===== src/rtl/tff_sched_pkg.sv =====
// Shared types and helpers for the T-flip-flop counter scheduler.
// Toggle helpers work on MAXW bits; callers cast results down to their own width.
package tff_sched_pkg;

  localparam int unsigned DEF_W = 4;
  localparam int unsigned MAXW  = 32;

  typedef enum logic {
    IDLE = 1'b0,
    RUN  = 1'b1
  } state_t;

  // Up step toggles bit i when every lower bit is 1 (bit 0 always toggles).
  function automatic logic [MAXW-1:0] up_toggle(input logic [MAXW-1:0] q);
    logic [MAXW-1:0] t;
    logic            carry;
    t     = '0;
    carry = 1'b1;
    for (int i = 0; i < int'(MAXW); i++) begin
      t[i]  = carry;
      carry = carry & q[i];
    end
    return t;
  endfunction

  // Down step toggles bit i when every lower bit is 0 (bit 0 always toggles).
  function automatic logic [MAXW-1:0] down_toggle(input logic [MAXW-1:0] q);
    logic [MAXW-1:0] t;
    logic            borrow;
    t      = '0;
    borrow = 1'b1;
    for (int i = 0; i < int'(MAXW); i++) begin
      t[i]   = borrow;
      borrow = borrow & ~q[i];
    end
    return t;
  endfunction

  // Effective modulus: a programmed 0 means the full 2^w range.
  function automatic logic [MAXW:0] eff_mod(input logic [MAXW-1:0] m,
                                            input int unsigned    w);
    logic [MAXW:0] r;
    if (m == '0) begin
      r = (MAXW+1)'(1) << w;
    end else begin
      r = {1'b0, m};
    end
    return r;
  endfunction

endpackage


===== src/rtl/tff_bank.sv =====
// W-bit register built from T flip-flops: each bit flips when its toggle input is high.
// Asynchronous active-high reset loads RST_VAL.
module tff_bank
  import tff_sched_pkg::*;
#(
  parameter int unsigned     W       = DEF_W,
  parameter logic [W-1:0]    RST_VAL = '0
) (
  input  logic         clk,
  input  logic         rst,
  input  logic [W-1:0] t,
  output logic [W-1:0] q
);

  always_ff @(posedge clk or posedge rst) begin
    if (rst) begin
      q <= RST_VAL;
    end else begin
      q <= q ^ t;
    end
  end

endmodule


===== src/rtl/tff_count_sched.sv =====
// Modulo up/down counter realised by driving only the toggle inputs of a TFF bank.
// Optional one-shot mode (stop on wrap) is enabled by defining TFF_SCHED_AUTOSTOP_EN.
module tff_count_sched
  import tff_sched_pkg::*;
#(
  parameter int unsigned  W       = DEF_W,
  parameter logic [W-1:0] RST_VAL = '0
) (
  input  logic         clk,
  input  logic         reset,
  input  logic         start,
  input  logic         stop,
  input  logic         dir,
  input  logic         load,
  input  logic [W-1:0] load_val,
  input  logic [W-1:0] modulus,
  output logic [W-1:0] q,
  output logic         tc,
  output logic         busy,
  output state_t       state_dbg
);

  state_t       state;
  state_t       state_nx;
  logic [W-1:0] t;
  logic [W-1:0] up_t;
  logic [W-1:0] dn_t;
  logic [W:0]   meff;
  logic [W:0]   meff_m1;
  logic         wrap;

  assign meff      = (W+1)'(eff_mod(MAXW'(modulus), W));
  assign meff_m1   = meff - (W+1)'(1);
  assign up_t      = W'(up_toggle(MAXW'(q)));
  assign dn_t      = W'(down_toggle(MAXW'(q)));
  assign state_dbg = state;

  // Toggle vector and next state; priority is load > stop > start > count.
  always_comb begin
    t        = '0;
    state_nx = state;
    wrap     = 1'b0;
    if (load) begin
      t        = q ^ load_val;
      state_nx = IDLE;
    end else if (state == IDLE) begin
      if (start && !stop) begin
        state_nx = RUN;
      end
    end else if (stop) begin
      state_nx = IDLE;
    end else begin
      if (dir) begin
        // Anything at or above the top value (including out-of-range loads) wraps to 0.
        if ({1'b0, q} >= meff_m1) begin
          t    = q;
          wrap = 1'b1;
        end else begin
          t = up_t;
        end
      end else begin
        if (q == '0) begin
          t    = q ^ meff_m1[W-1:0];
          wrap = 1'b1;
        end else begin
          t = dn_t;
        end
      end
`ifdef TFF_SCHED_AUTOSTOP_EN
      if (wrap) begin
        state_nx = IDLE;
      end
`endif
    end
  end

  always_ff @(posedge clk or posedge reset) begin
    if (reset) begin
      state <= IDLE;
      tc    <= 1'b0;
      busy  <= 1'b0;
    end else begin
      state <= state_nx;
      tc    <= wrap;
      busy  <= (state_nx == RUN);
    end
  end

  tff_bank #(
    .W       (W),
    .RST_VAL (RST_VAL)
  ) u_bank (
    .clk (clk),
    .rst (reset),
    .t   (t),
    .q   (q)
  );

endmodule


===== config.mk =====
export PLATFORM = sky130hd
export DESIGN_NAME = tff_count_sched
export DESIGN_NICKNAME = d
export VERILOG_FILES = /design/src/rtl/tff_sched_pkg.sv /design/src/rtl/tff_bank.sv /design/src/rtl/tff_count_sched.sv
export SDC_FILE = /design/constraint.sdc
export NUM_CORES = 1
export LEC_CHECK = 0
export CORE_MARGIN = 3
export CORE_UTILIZATION = 40
export DETAILED_ROUTE_END_ITERATION = 8
export GPL_TIMING_DRIVEN = 0
export HOLD_SLACK_MARGIN = 0.12
export MAX_ROUTING_LAYER = met4
export PLACE_DENSITY = 0.78
export SLEW_MARGIN = 30
export SYNTH_ARGS = -nofsm -noshare
export SYNTH_HDL_FRONTEND = slang
export SYNTH_HIERARCHICAL = 1
export SYNTH_SLANG_ARGS = --single-unit

===== constraint.sdc =====
create_clock -name clk -period 2.4 [get_ports clk]
set_input_delay 0.48 -clock clk [delete_from_list [all_inputs] [get_ports clk]]
set_output_delay 0.48 -clock clk [all_outputs]
set_load 0.005 [all_outputs]

## Word level (Yosys, flattened, before mapping)

Index checks and enable logic that the tools add are counted.

| storage, ports and cells | value |
|---|---|
| register bits | 6 |
| output and inout port bits | 7 |
| logic and storage cells | 36 |

| operators by class | value |
|---|---|
| add/subtract/negate cells | 1 |
| $lt $le $gt $ge | 1 |
| muxes and demuxes | 17 |
| bitwise operators | 10 |
| reduce and logical (&&, ||, !) cells | 4 |

Operators by type and width:

| cell | count |
|---|---|
| two-way mux 4 bit | 6 |
| bitwise XOR 4 bit | 3 |
| two-way mux 1 bit | 10 |
| logical NOT 4 bit | 2 |
| >= comparator 4 x 5 -> 1 bit | 1 |
| two-way mux 5 bit | 1 |
| subtractor 5 x 1 -> 5 bit (second input constant) | 1 |
| AND 1 bit | 4 |
| inverter 1 bit | 3 |
| logical AND 1 bit | 1 |
| logical NOT 1 bit | 1 |

## Logic depth before layout (Yosys ltp)

Gate-level depths: netlist of the first run.

| logic depth | value |
|---|---|
| depth in word-level cells | 10 |
| mapped depth | 11 |

## By module

The synthesis of the first run kept the hierarchy.

By module, submodules not included:

| module | times used | cells an instance | area an instance (um^2) | sequential area each (um^2) |
|---|---|---|---|---|
| tff_count_sched | 1 | 76 | 520.5 | 50.0 |
| tff_bank | 1 | 9 | 138.9 | 100.1 |

## Worst setup path before layout of the first run

No wires, ideal clock.

| timing path | value |
|---|---|
| path kind | in2reg |
| from | input modulus[0] |
| to | register u_bank.q[1] |
| arrival time | 2137 ps |
| required time | 2261 ps |
| path slack | 124 ps |
| cell stages on the path | 9 |
| path buffers | 0 |
| cell sequence | inv_1 ha_1 xnor2_1 ha_1 a211oi_1 o21ai_1 and3_1 o32a_1 xor2_1 |

| on the way | value |
|---|---|
| longest elaborated chain between the ends | 10 |
| elaborated cells on any way between the ends | 12 |
| classes of those cells | add/sub: 1; order compare: 1; mux: 7; bitwise: 2; reduce/logical: 1 |

RTL lines:

| element | line | source |
|---|---|---|
| start: declaration | tff_count_sched.sv:16 | `input logic [W-1:0] modulus,` |
| logical NOT 4 bit | tff_sched_pkg.sv:43 | `if (m == '0) begin` |
| two-way mux 5 bit (*) | tff_sched_pkg.sv:43 |  |
| subtractor 5 x 1 -> 5 bit (*) | tff_count_sched.sv:33 | `assign meff_m1 = meff - (W+1)'(1);` |
| >= comparator 4 x 5 -> 1 bit / bitwise XOR 4 bit (equally long branches) | tff_count_sched.sv:55, tff_count_sched.sv:63 |  |
| two-way mux 4 bit (on tied branches) | tff_count_sched.sv:55, tff_count_sched.sv:62 |  |
| two-way mux 4 bit (*) | tff_count_sched.sv:53 | `if (dir) begin` |
| two-way mux 4 bit (*) | tff_count_sched.sv:50 | `end else if (stop) begin` |
| two-way mux 4 bit (*) | tff_count_sched.sv:46 | `end else if (state == IDLE) begin` |
| two-way mux 4 bit (*) | tff_count_sched.sv:43 | `if (load) begin` |
| named net t[1] | tff_count_sched.sv:25 | `logic [W-1:0] t;` |
| bitwise XOR 4 bit (*) | tff_bank.sv:19 | `q <= q ^ t;` |
| end signal: assignment | tff_bank.sv:19 |  |
| end: declaration | tff_bank.sv:12 | `output logic [W-1:0] q` |

Mark *: on every way through the listed nets, which the timed path passes. The rest lies on a longest branch.

## Worst setup path after layout of the first run

| timing path | value |
|---|---|
| from | input modulus[1] |
| to | register u_bank.q[1] |

Same word-level chain as after synthesis.

==> flow_summary.rst, run 1 <==
.. list-table::
   :header-rows: 1

   * - Metric
     - Value
   * - Final count of hold timing violations
     - 0
   * - Utilization after layout
     - 0.700
   * - Proportion of register bits with asynchronous set or reset after synthesis
     - 1.00
   * - Max Buffers Root-to-Sink
     - 2
   * - Number of instances in the synthesized netlist
     - 85
   * - Remaining routing DRC violations
     - 0
   * - Per-instance average area after synthesis
     - 7.76 um2
   * - Maximum cell stage delay along the critical path
     - 0.29 ns
   * - Length of the first detailed-routing pass in iterations
     - 5
   * - Num Clock Sinks
     - 6
   * - Worst Hold Margin
     - 0.418 ns
   * - Setup repair after global routing missed its margin
     - no
   * - Final Max Slew Viols
     - 0
   * - Cell Area, Placed
     - 870 um2
   * - Detailed-route wire length
     - 2.03 mm
   * - Clock slew at reported path FFs
     - 0.04 ns
   * - Number of global-route vias before repair
     - 686
   * - Number of max-cap violations
     - 0
   * - Clock tree from TritonCTS
     - yes
   * - Die height
     - 46.6 um
   * - Run status
     - finished, final reports clean
   * - Arr. time, crit path
     - 2.45 ns
   * - Crit Path Max Fanout
     - 5
   * - Share of Yosys cell area claimed by the top area cell type
     - 0.228
   * - Final non-filler cell total
     - 128
   * - Internal power component
     - 0.559 mW
   * - Main combinational cell family by area after synthesis
     - simple AND/OR/NAND/NOR gates
   * - Net count after synthesis
     - 106
   * - Sw Share
     - 0.444
   * - Count of flip-flops with a built-in enable after synthesis
     - 0
   * - Total power of the final layout
     - 1.01 mW
   * - Cell at the slowest stage of the critical path
     - sky130_fd_sc_hd__o32a_1
   * - Routed wirelength normalized by instance count
     - 15.8 um
   * - Layout Nets
     - 135
   * - Period minus WS final
     - 2.34 ns
   * - Root cell of the clock tree
     - sky130_fd_sc_hd__clkbuf_4
   * - Chip width
     - 46.6 um
   * - Sort of element at the end of the critical path
     - register
   * - Fmax
     - 428 MHz
   * - Max-Slew Margin vs Limit
     - 0.752
   * - Global placer's final weighted congestion
     - 0.876
   * - Power density over the cells
     - 943 nW/um2
   * - IR Drop Worst-Case VDD
     - 491 uV
   * - Antenna Nets Post-Route
     - 0
   * - Largest net degree at the start of global routing
     - 11
   * - Max H-tree Level
     - 1
   * - Path depth of the worst reg2reg path
     - 8
   * - Antenna Diode Count
     - 0
   * - Proportion of layout cells with a drive suffix above 1
     - 0.259
   * - Initial antenna violation count
     - 0
   * - Min-Delay Path Class
     - input port to async pin
   * - Area inside the core boundary
     - 1520 um2
   * - Area share of xor/xnor cells in the synthesized design
     - 0.120
   * - Synth Area in Adders
     - 0.133
   * - Required time reported for the critical path endpoint
     - 2.51 ns
   * - Footprint of the multi-input gates
     - 617 um2
   * - Routed vias
     - 728
   * - Largest delay contributor family on the critical path
     - compound AO/OA/AOI/OAI gates
   * - Top cell types by occurrence after synthesis
     - sky130_fd_sc_hd__nand2_1 (12), sky130_fd_sc_hd__xor2_1 (8), sky130_fd_sc_hd__ha_1 (7)
   * - Synth warnings
     - 6
   * - Final worst-path cycle share
     - 0.974
   * - Most used standard cell by instance count after synthesis
     - sky130_fd_sc_hd__nand2_1
   * - Placed cells
     - 120
   * - Share of synthesized area occupied by flip-flops and latches
     - 0.228
   * - Design area
     - 1070 um2
   * - Flops & latches, synth
     - 6
   * - Launching point of the worst reg2reg path
     - u_bank/q[0]
   * - Number of distinct library cells after synthesis
     - 31
   * - Synthesized-area fraction occupied by ao, oa, aoi and oai cells
     - 0.197
   * - Number of port buffers
     - 19
   * - Reg2reg end
     - u_bank/q[1]
   * - Cell type with the highest aggregate area in the netlist
     - sky130_fd_sc_hd__dfrtp_1
   * - Path type of the worst setup path
     - input port to register
   * - Netlist area before placement
     - 659 um2
   * - CP most frequent cell
     - sky130_fd_sc_hd__ha_4
   * - Num rows
     - 14
   * - Vias per std cell
     - 5.69
   * - Wire length of the first global-routing pass
     - 3.01 mm
   * - CP Buf/Inv Count
     - 2
   * - FILL cells
     - 113
   * - Initial cell density of the core
     - 0.433
   * - Clock Power Share
     - 0.092
   * - Most instantiated flip-flop cell in the synthesis netlist
     - sky130_fd_sc_hd__dfrtp_1
   * - HPWL after detailed placement
     - 1.26 mm
   * - Growth of design area from synthesis to finish
     - 61.9%
   * - Flop2flop setup slack
     - 0.42 ns
   * - Drt initial violations
     - 20
   * - Part of the total power dissipated in combinational logic
     - 0.682
   * - Number of top-level pins
     - 21
   * - FF+latch area
     - 150 um2
   * - Global-route congestion overflow total
     - 0
   * - CP startpoint kind
     - input port
   * - Share of total power in sequential cells
     - 0.226
   * - Clock buffer count from CTS
     - 3
   * - Setup-failing EPs final
     - 0
   * - Leakage power figure
     - 0.462 nW
   * - Total routing usage reported by global routing
     - 0.206
   * - DIE AREA
     - 2170 um2
   * - Worst slew pin tran
     - 0.371 ns
   * - Switching power total
     - 0.447 mW
   * - Fraction of synthesized area in multiplexers
     - 0
   * - Insertion delay to the later sink of the worst-skew pair
     - 0.24 ns
   * - Simple-gate area share of the yosys netlist
     - 0.269
   * - Clock skew
     - 0.000919 ns
   * - Ranking of synthesized cells by area
     - sky130_fd_sc_hd__dfrtp_1 (23%), sky130_fd_sc_hd__ha_1 (13%), sky130_fd_sc_hd__xor2_1 (11%)
   * - Number of hold buffers added after cts
     - 0
   * - Critical path, cell by cell
     - dlygate4sd2_1 > inv_2 > ha_4 > xnor2_4 > ha_4 > a211oi_4 > o21ai_4 > and3_1 > o32a_1 > xor2_1
-- worst reg2reg max path, cell delays in order, from the launching register on --
cell                      delay (ns)
sky130_fd_sc_hd__dfrtp_1        0.39
sky130_fd_sc_hd__buf_2          0.18
sky130_fd_sc_hd__inv_1          0.15
sky130_fd_sc_hd__ha_4           0.23
sky130_fd_sc_hd__nor2b_2        0.17
sky130_fd_sc_hd__o21ai_4        0.10
sky130_fd_sc_hd__and3_1         0.18
sky130_fd_sc_hd__o32a_1         0.29
sky130_fd_sc_hd__xor2_1         0.16
-- power by group through the flow --
stage / clock [mW] / combinational, mW / sequential, mW
after floorplan: 0 / 0.308 / 0.206
after global placement: 0 / 0.461 / 0.215
after detailed placement: 0 / 0.473 / 0.219
after CTS: 0.0968 / 0.537 / 0.218
after global routing: 0.102 / 0.753 / 0.236
final: 0.0925 / 0.686 / 0.227
-- how the worst max path moves through the flow --
stage | cells after the start | slack [ns] | to | from
final | 10 | 0.06 | u_bank/q[1] | modulus[1]
after global routing | 10 | 0.003 | u_bank/q[1] | modulus[1]
after CTS | 12 | 0.004 | u_bank/q[1] | modulus[0]
after detailed placement | 10 | -0.61 | u_bank/q[1] | modulus[0]
after global placement | 10 | -0.55 | u_bank/q[1] | modulus[0]
after floorplan | 9 | 0.12 | u_bank/q[1] | modulus[0]
-- cells by family after synthesis --
family / after synthesis
fa+ha+maj: 7
xor+xnor: 9
flops: 6
compound gates: 20
buf+inv: 8
simple gates: 35
-- sequential cells by signal, summed over array words and instances (netlist names) --
| signal | flops |
|---|---|
| u_bank/q | 4 |
| busy | 1 |
| tc | 1 |
-- per-layer routing --
metal | vias to the layer above | track usage | wire (um)
li1 | 351 | - | -
met1 | 333 | 0.246 | 768
met2 | 36 | 0.332 | 1080
met3 | 8 | 0.0703 | 140
met4 | 0 | 0.0455 | 31
met5 | - | - | 0
-- placed cells by master (no fill, tap or decap), types with 2 or more instances in the layout --
| master | netlist | layout |
|---|---|---|
| sky130_fd_sc_hd__o21ai_0 | 2 | 2 |
| sky130_fd_sc_hd__clkbuf_4 | 0 | 3 |
| sky130_fd_sc_hd__a21oi_1 | 6 | 4 |
| sky130_fd_sc_hd__and3_1 | 2 | 2 |
| sky130_fd_sc_hd__ha_4 | 0 | 5 |
| sky130_fd_sc_hd__xor2_1 | 8 | 8 |
| sky130_fd_sc_hd__inv_1 | 5 | 3 |
| sky130_fd_sc_hd__ha_1 | 7 | 2 |
| sky130_fd_sc_hd__dlygate4sd2_1 | 0 | 2 |
| sky130_fd_sc_hd__a31oi_1 | 3 | 3 |
| sky130_fd_sc_hd__nor2_1 | 5 | 3 |
| sky130_fd_sc_hd__nor3_1 | 3 | 2 |
| sky130_fd_sc_hd__and2_1 | 2 | 2 |
| sky130_fd_sc_hd__clkdlybuf4s50_1 | 0 | 15 |
| sky130_fd_sc_hd__a21oi_2 | 1 | 2 |
| sky130_fd_sc_hd__nand3_1 | 3 | 3 |
| sky130_fd_sc_hd__dfrtp_1 | 6 | 6 |
| sky130_fd_sc_hd__nand2b_1 | 2 | 2 |
| sky130_fd_sc_hd__nor3_2 | 1 | 2 |
| sky130_fd_sc_hd__buf_4 | 1 | 6 |
| sky130_fd_sc_hd__nor2_4 | 0 | 2 |
| sky130_fd_sc_hd__nand2_1 | 12 | 12 |
| sky130_fd_sc_hd__inv_2 | 0 | 2 |
-- layout make-up --
| class | count | area share |
|---|---|---|
| Clock buffer | 3 | 0.0211 |
| Timing Repair Buffer | 24 | 0.209 |
| Multi-Input combinational cell | 71 | 0.578 |
| Buffer | 3 | 0.0152 |
| Tap cell | 16 | 0.0188 |
| Inverter | 5 | 0.0176 |
| Sequential cell | 6 | 0.141 |
-- per-stage QoR --
step                      setup slack, ns  setup TNS [ns]
after floorplan                     0.124               0
after global placement             -0.549           -2.03
after detailed placement           -0.612           -2.28
after CTS                         0.00450               0
after global routing              0.00282               0
final                              0.0630               0
-- repair_timing --
item	in CTS	in global routing
endpoints found under the setup margin	4	4
resized for setup	15	16
pin swaps	8	6
buffers inserted	3	2
Power figures use the tool's default switching activity.
==> run 2, diff against run 1 <==
CAP_MARGIN = 20   (was default)
CORE_MARGIN = default   (was 3)
==> run 2 against run 1 <==
Clock power grew 0.6%; power shrank 11%; clock skew grew 0.0029 ns; global-route usage grew 0.26 points; clock-buffer cell count is the same; fmax shrank 0.97%; sequential share of layout area grew 1.1 points; setup slack lost 0.023 ns; sequential cell count is the same; critical path depth shrank 1; cell count shrank 0.78%; critical path type unchanged; critical endpoint unchanged.
==> flow_summary.rst, run 2 (synthesis results as in run 1) <==
.. list-table::
   :header-rows: 1

   * - Metric
     - Value
   * - Wire length of the first global-routing pass
     - 2.71 mm (-9.9%)
   * - Proportion of layout cells with a drive suffix above 1
     - 0.225 (-0.0337)
   * - Growth of design area from synthesis to finish
     - 50.5%
   * - IR Drop Worst-Case VDD
     - 622 uV (+26%)
   * - Chip width
     - 42.6 um (-8.6%)
   * - HPWL after detailed placement
     - 1.13 mm (-10%)
   * - Commonest non-fill, non-tap cells in the layout
     - sky130_fd_sc_hd__clkdlybuf4s50_1 (15), sky130_fd_sc_hd__nand2_1 (12), sky130_fd_sc_hd__xor2_1 (8)
   * - Arr. time, crit path
     - 2.47 ns (+0.02 ns)
   * - Cell at the slowest stage of the critical path
     - sky130_fd_sc_hd__or3_1
   * - Min-Delay Path Class
     - input port to async pin
   * - Register with the most flip-flops
     - u_bank/q
   * - Total power of the final layout
     - 0.892 mW (-11%)
   * - CP Buf/Inv Count
     - 1 (-1)
   * - Placement Setup Slack
     - -0.575 ns (+0.0365 ns)
   * - Power density over the cells
     - 899 nW/um2 (-4.6%)
   * - CP startpoint kind
     - input port
   * - Max reg flops
     - 4 (unchanged)
   * - Setup-failing EPs final
     - 0 (unchanged)
   * - Drt initial violations
     - 23 (+15%)
   * - Largest net degree at the start of global routing
     - 11 (unchanged)
   * - Global placer's final weighted congestion
     - 0.954 (+8.9%)
   * - Number of port buffers
     - 19 (unchanged)
   * - Run status
     - finished, final reports clean
   * - Routed vias
     - 705 (-3.2%)
   * - Antenna Diode Count
     - 0 (unchanged)
   * - Final Max Slew Viols
     - 0 (unchanged)
   * - DIE AREA
     - 1810 um2 (-16%)
   * - Most frequent standard cell in the layout excluding fill and tap cells
     - sky130_fd_sc_hd__clkdlybuf4s50_1
   * - Max H-tree Level
     - 1 (unchanged)
   * - Crit Path Max Fanout
     - 7 (+2)
   * - Number of hold buffers added after cts
     - 0 (unchanged)
   * - Detailed-route wire length
     - 1.70 mm (-16%)
   * - Num rows
     - 14 (unchanged)
   * - FILL cells
     - 127 (+12%)
   * - Worst slew pin tran
     - 0.398 ns (+0.0263 ns)
   * - Critical path, cell by cell
     - clkdlybuf4s15_1 > or3_1 > a21oi_2 > ha_2 > nor2_4 > a21oi_4 > and3_1 > o32a_1 > xor2_1
   * - Max Buffers Root-to-Sink
     - 2 (unchanged)
   * - Flop2flop setup slack
     - 0.37 ns (-0.05 ns)
   * - Vias per std cell
     - 5.55 (-2.4%)
   * - Remaining routing DRC violations
     - 0 (unchanged)
   * - Routed wirelength normalized by instance count
     - 13.4 um (-16%)
   * - Max-Slew Margin vs Limit
     - 0.734 (-0.0181)
   * - Maximum cell stage delay along the critical path
     - 0.42 ns (+0.13 ns)
   * - Period minus WS final
     - 2.36 ns (+0.0228 ns)
   * - Largest registers
     - u_bank/q: 4 flops, busy: 1 flops, tc: 1 flops
   * - Utilization after layout
     - 0.651 (-0.0493)
   * - Num Clock Sinks
     - 6 (unchanged)
   * - Area inside the core boundary
     - 1520 um2 (unchanged)
   * - Number of top-level pins
     - 21 (unchanged)
   * - Clock buffer count from CTS
     - 3 (unchanged)
   * - Total routing usage reported by global routing
     - 0.209 (+0.00256)
   * - Insertion delay to the later sink of the worst-skew pair
     - 0.25 ns (about the same)
   * - Worst Hold Margin
     - 0.420 ns (+0.00198 ns)
   * - Required time reported for the critical path endpoint
     - 2.51 ns (about the same)
   * - Sort of element at the end of the critical path
     - register
   * - Clock slew at reported path FFs
     - 0.04 ns (about the same)
   * - Path type of the worst setup path
     - input port to register
   * - Length of the first detailed-routing pass in iterations
     - 5 (unchanged)
   * - Clock tree from TritonCTS
     - yes
   * - Number of global-route vias before repair
     - 632 (-7.9%)
   * - Global-route congestion overflow total
     - 0 (unchanged)
   * - Root cell of the clock tree
     - sky130_fd_sc_hd__clkbuf_4
   * - Antenna Nets Post-Route
     - 0 (unchanged)
   * - Layout Nets
     - 134 (-0.74%)
   * - Fmax
     - 424 MHz (-0.97%)
   * - FF+latch area
     - 150 um2 (unchanged)
   * - Number of max-cap violations
     - 0 (unchanged)
   * - Footprint of the multi-input gates
     - 548 um2 (-11%)
   * - Die height
     - 42.6 um (-8.6%)
   * - Leakage power figure
     - 0.445 nW (-3.7%)
   * - PnR worst setup slack
     - 0.0401 ns (-0.0228 ns)
   * - Initial antenna violation count
     - 0 (unchanged)
   * - Final count of hold timing violations
     - 0 (unchanged)
   * - Final worst-path cycle share
     - 0.983 (+0.00951)
   * - Initial cell density of the core
     - 0.433 (unchanged)
   * - Largest delay contributor family on the critical path
     - simple AND/OR/NAND/NOR gates
   * - Clock skew
     - 0.00382 ns (+0.00290 ns)
==> run 2: cell count changes in the layout (fill, tap and decap cells not counted), sizes merged <==
cell and delta:
buf -1, clkdlybuf4s15 +1, dlygate4sd2 -1
==> run 2: layout make-up <==
cell class                      instances  area share
Timing Repair Buffer                   23       0.218
Clock buffer                            3      0.0227
Inverter                                5      0.0189
Tap cell                               16      0.0202
Sequential cell                         6       0.151
Multi-Input combinational cell         71       0.552
Buffer                                  3      0.0164
==> run 2: layer usage <==
metal  vias to the layer above  GRT usage  part of all wire  routed length, um
li1                        353          -                 -                  -
met1                       320      0.242              0.45                758
met2                        25      0.320              0.46                788
met3                         7     0.0776             0.060                101
met4                         0     0.0938             0.028                 48
met5                         -          -                 0                  0
==> run 2: final timing paths <==
path                                to         from  cells past startpoint
setup / recovery           u_bank/q[1]   modulus[2]                      9
hold / removal                    busy        reset                      2
setup reg to reg           u_bank/q[1]  u_bank/q[2]                      6
hold reg to reg            u_bank/q[0]  u_bank/q[0]                      1
max in group asynchronous  u_bank/q[1]        reset                      2
min in group clk           u_bank/q[0]  u_bank/q[0]                      1
==> run 2: report_power, final <==
part | internal, mW | total, mW | leakage (nW) | switching [mW]
Clock | 0.0566 | 0.0931 | 0.0138 | 0.0365
Combinational | 0.299 | 0.581 | 0.357 | 0.281
Sequential | 0.139 | 0.218 | 0.0741 | 0.0789
Total | 0.495 | 0.892 | 0.445 | 0.397
==> run 2: repair_timing <==
action                                  CTS  global route
pin swaps                                 5             2
resized for setup                        14            11
cloned                                    0             0
endpoints found under the setup margin    4             3
setup buffers                             3             1
==> run 2: metrics by stage <==
| stage | instance area, um2 | setup TNS (ns) | std cells |
|---|---|---|---|
| CTS | 958 | 0 | 126 |
| floorplan | 659 | 0 | 85 |
| global placement | 870 | -2.00 | 120 |
| detailed placement | 870 | -2.14 | 120 |
| finish | 992 | 0 | 127 |
| global route | 992 | -0.0120 | 127 |
==> run 3, diff against run 2 <==
CORE_MARGIN = 2   (was default)
==> run 3 against run 2 <==
Clock-buffer cell count is the same; clock skew shrank 0.0035 ns; power grew 8.9%; sequential power grew 2%; die area grew 9.6%.
==> flow_summary.rst, run 3 (synthesis results as in run 1) <==
.. list-table::
   :header-rows: 1

   * - Metric
     - Value
   * - Run status
     - finished, final reports clean
   * - Most frequent standard cell in the layout excluding fill and tap cells
     - sky130_fd_sc_hd__clkdlybuf4s50_1
   * - Clock slew at reported path FFs
     - 0.04 ns (about the same)
   * - Crit Path Max Fanout
     - 6 (-1)
   * - Growth of design area from synthesis to finish
     - 53.5%
   * - Detailed-route wire length
     - 1.77 mm (+4.2%)
   * - Layout Nets
     - 135 (+0.75%)
   * - Drt initial violations
     - 22 (-4.3%)
   * - Chip width
     - 44.6 um (+4.7%)
   * - Maximum cell stage delay along the critical path
     - 0.41 ns (about the same)
   * - Wire length of the first global-routing pass
     - 2.64 mm (-2.5%)
   * - Register with the most flip-flops
     - u_bank/q
   * - Setup-failing EPs final
     - 0 (unchanged)
   * - Fmax
     - 440 MHz (+3.9%)
   * - Path type of the worst setup path
     - input port to register
   * - Max-Slew Margin vs Limit
     - 0.729 (-0.00575)
   * - Clock tree from TritonCTS
     - yes
   * - Num rows
     - 14 (unchanged)
   * - Global placer's final weighted congestion
     - 0.920 (-3.6%)
   * - Utilization after layout
     - 0.664 (+0.0131)
   * - Final worst-path cycle share
     - 0.946 (-0.0369)
   * - FILL cells
     - 131 (+3.1%)
   * - Launching point of the worst reg2reg path
     - u_bank/q[0]
   * - Routed vias
     - 714 (+1.3%)
   * - Number of global-route vias before repair
     - 609 (-3.6%)
   * - PnR worst setup slack
     - 0.129 ns (+0.0886 ns)
   * - Share of total power in sequential cells
     - 0.229 (-0.016)
   * - Worst slew pin tran
     - 0.406 ns (+0.00861 ns)
   * - Number of hold buffers added after cts
     - 0 (unchanged)
   * - Max H-tree Level
     - 1 (unchanged)
   * - CP startpoint kind
     - input port
   * - Min-Delay Path Class
     - input port to async pin
   * - HPWL after detailed placement
     - 1.12 mm (-0.92%)
   * - FF+latch area
     - 150 um2 (unchanged)
   * - Commonest non-fill, non-tap cells in the layout
     - sky130_fd_sc_hd__clkdlybuf4s50_1 (15), sky130_fd_sc_hd__nand2_1 (12), sky130_fd_sc_hd__xor2_1 (8)
   * - Antenna Diode Count
     - 0 (unchanged)
   * - Path depth of the worst reg2reg path
     - 8 (+2)
   * - Clock Power Share
     - 0.096 (-0.008)
   * - Power density over the cells
     - 959 nW/um2 (+6.7%)
   * - Antenna Nets Post-Route
     - 0 (unchanged)
   * - Critical path, cell by cell
     - clkbuf_2 > or3_4 > a21oi_2 > ha_2 > nor2_2 > a21oi_4 > and3_1 > o32a_1 > xor2_1
   * - Max reg flops
     - 4 (unchanged)
   * - Arr. time, crit path
     - 2.39 ns (-0.08 ns)
   * - CP startpoint
     - modulus[2]
   * - Cell at the slowest stage of the critical path
     - sky130_fd_sc_hd__or3_4
   * - Switching power total
     - 0.425 mW (+7.1%)
   * - Period minus WS final
     - 2.27 ns (-0.0886 ns)
   * - IR Drop Worst-Case VDD
     - 777 uV (+25%)
   * - Critical path depth in cells
     - 9 (unchanged)
   * - Area inside the core boundary
     - 1520 um2 (unchanged)
   * - Die height
     - 44.6 um (+4.7%)
   * - Largest net degree at the start of global routing
     - 11 (unchanged)
   * - Setup repair after global routing missed its margin
     - no
   * - Reg2reg end
     - u_bank/q[1]
   * - Number of max-cap violations
     - 0 (unchanged)
   * - Footprint of the multi-input gates
     - 569 um2 (+3.9%)
   * - Largest registers
     - u_bank/q: 4 flops, busy: 1 flops, tc: 1 flops
   * - Initial cell density of the core
     - 0.433 (unchanged)
   * - Length of the first detailed-routing pass in iterations
     - 7 (+2)
   * - Proportion of layout cells with a drive suffix above 1
     - 0.268 (+0.0426)
   * - Number of top-level pins
     - 21 (unchanged)
   * - CP Buf/Inv Count
     - 1 (unchanged)
   * - Placement Setup Slack
     - -0.600 ns (-0.0247 ns)
   * - Sw Share
     - 0.437 (-0.00727)
   * - Max Buffers Root-to-Sink
     - 2 (unchanged)
   * - Final count of hold timing violations
     - 0 (unchanged)
   * - Final Max Slew Viols
     - 0 (unchanged)
   * - Initial antenna violation count
     - 0 (unchanged)
   * - Total routing usage reported by global routing
     - 0.192 (-0.0163)
   * - Endpoint of the most critical setup path
     - u_bank/q[1]
   * - Global-route congestion overflow total
     - 0 (unchanged)
   * - Insertion delay to the later sink of the worst-skew pair
     - 0.25 ns (about the same)
   * - Flop2flop setup slack
     - 0.35 ns (-0.02 ns)
   * - Num Clock Sinks
     - 6 (unchanged)
   * - Root cell of the clock tree
     - sky130_fd_sc_hd__clkbuf_4
   * - Largest delay contributor family on the critical path
     - simple AND/OR/NAND/NOR gates
   * - Sort of element at the end of the critical path
     - register
   * - Clock buffer count from CTS
     - 3 (unchanged)
   * - Leakage power figure
     - 0.455 nW (+2.1%)
   * - Routed wirelength normalized by instance count
     - 13.8 um (+3.4%)
   * - Number of port buffers
     - 19 (unchanged)
   * - Internal power component
     - 0.546 mW (+10%)
   * - Vias per std cell
     - 5.58 (+0.49%)
   * - DIE AREA
     - 1990 um2 (+9.6%)
   * - Clock skew
     - 0.000309 ns (-0.00351 ns)
   * - Part of the total power dissipated in combinational logic
     - 0.675 (+0.024)
   * - Remaining routing DRC violations
     - 0 (unchanged)
   * - Required time reported for the critical path endpoint
     - 2.51 ns (about the same)
==> run 3: cell count changes in the layout (fill, tap and decap cells not counted), sizes merged <==
cell,previous run,this run
clkbuf,5,7
buf,6,7
clkdlybuf4s15,1,0
dlygate4sd2,1,0
==> run 3: metal layers <==
| layer | up-vias | track usage | routed length (um) |
|---|---|---|---|
| met1 | 323 | 0.225 | 726 |
| met4 | 0 | 0.0545 | 24 |
| li1 | 356 | - | - |
| met5 | - | - | 0 |
| met3 | 4 | 0.0735 | 131 |
| met2 | 31 | 0.304 | 886 |
==> run 3: timing repair <==
| item | CTS | global route |
|---|---|---|
| pin swaps | 4 | 5 |
| gates resized for setup | 13 | 17 |
| setup buffers | 1 | 4 |
| endpoints found under the hold margin | 0 | 0 |
| endpoints found under the setup margin | 4 | 3 |
==> run 3: cell type report <==
cell class / instances / area share
repair buffers: 24 / 0.213
clock buffers: 3 / 0.0222
inverters: 5 / 0.0185
flip-flops and latches: 6 / 0.148
plain buffers: 3 / 0.0161
multi-input cells: 71 / 0.562
well taps: 16 / 0.0198
==> run 3: power groups by stage <==
stage / Sequential [mW] / Clock (mW) / Combinational [mW]
finish: 0.222 / 0.0936 / 0.655
global route: 0.233 / 0.100 / 0.723
CTS: 0.217 / 0.0952 / 0.527
detailed placement: 0.218 / 0 / 0.469
global placement: 0.216 / 0 / 0.459
floorplan: 0.206 / 0 / 0.308
==> run 3: worst min path at each step <==
stage	to	cells after the start	slack, ns
floorplan	busy	1	0.22
global placement	u_bank/q[0]	1	0.47
detailed placement	u_bank/q[0]	1	0.48
CTS	tc	2	0.42
global route	busy	2	0.44
finish	busy	2	0.41
==> run 3: stage by stage <==
step | setup TNS [ns] | total power [mW] | instance area [um2] | hold slack (ns) | std cells
finish | 0 | 0.971 | 1010 | 0.413 | 128
global route | 0 | 1.06 | 1010 | 0.443 | 128
CTS | 0 | 0.839 | 931 | 0.420 | 124
detailed placement | -2.29 | 0.687 | 870 | 0.476 | 120
global placement | -1.99 | 0.674 | 870 | 0.470 | 120
floorplan | 0 | 0.514 | 659 | 0.221 | 85
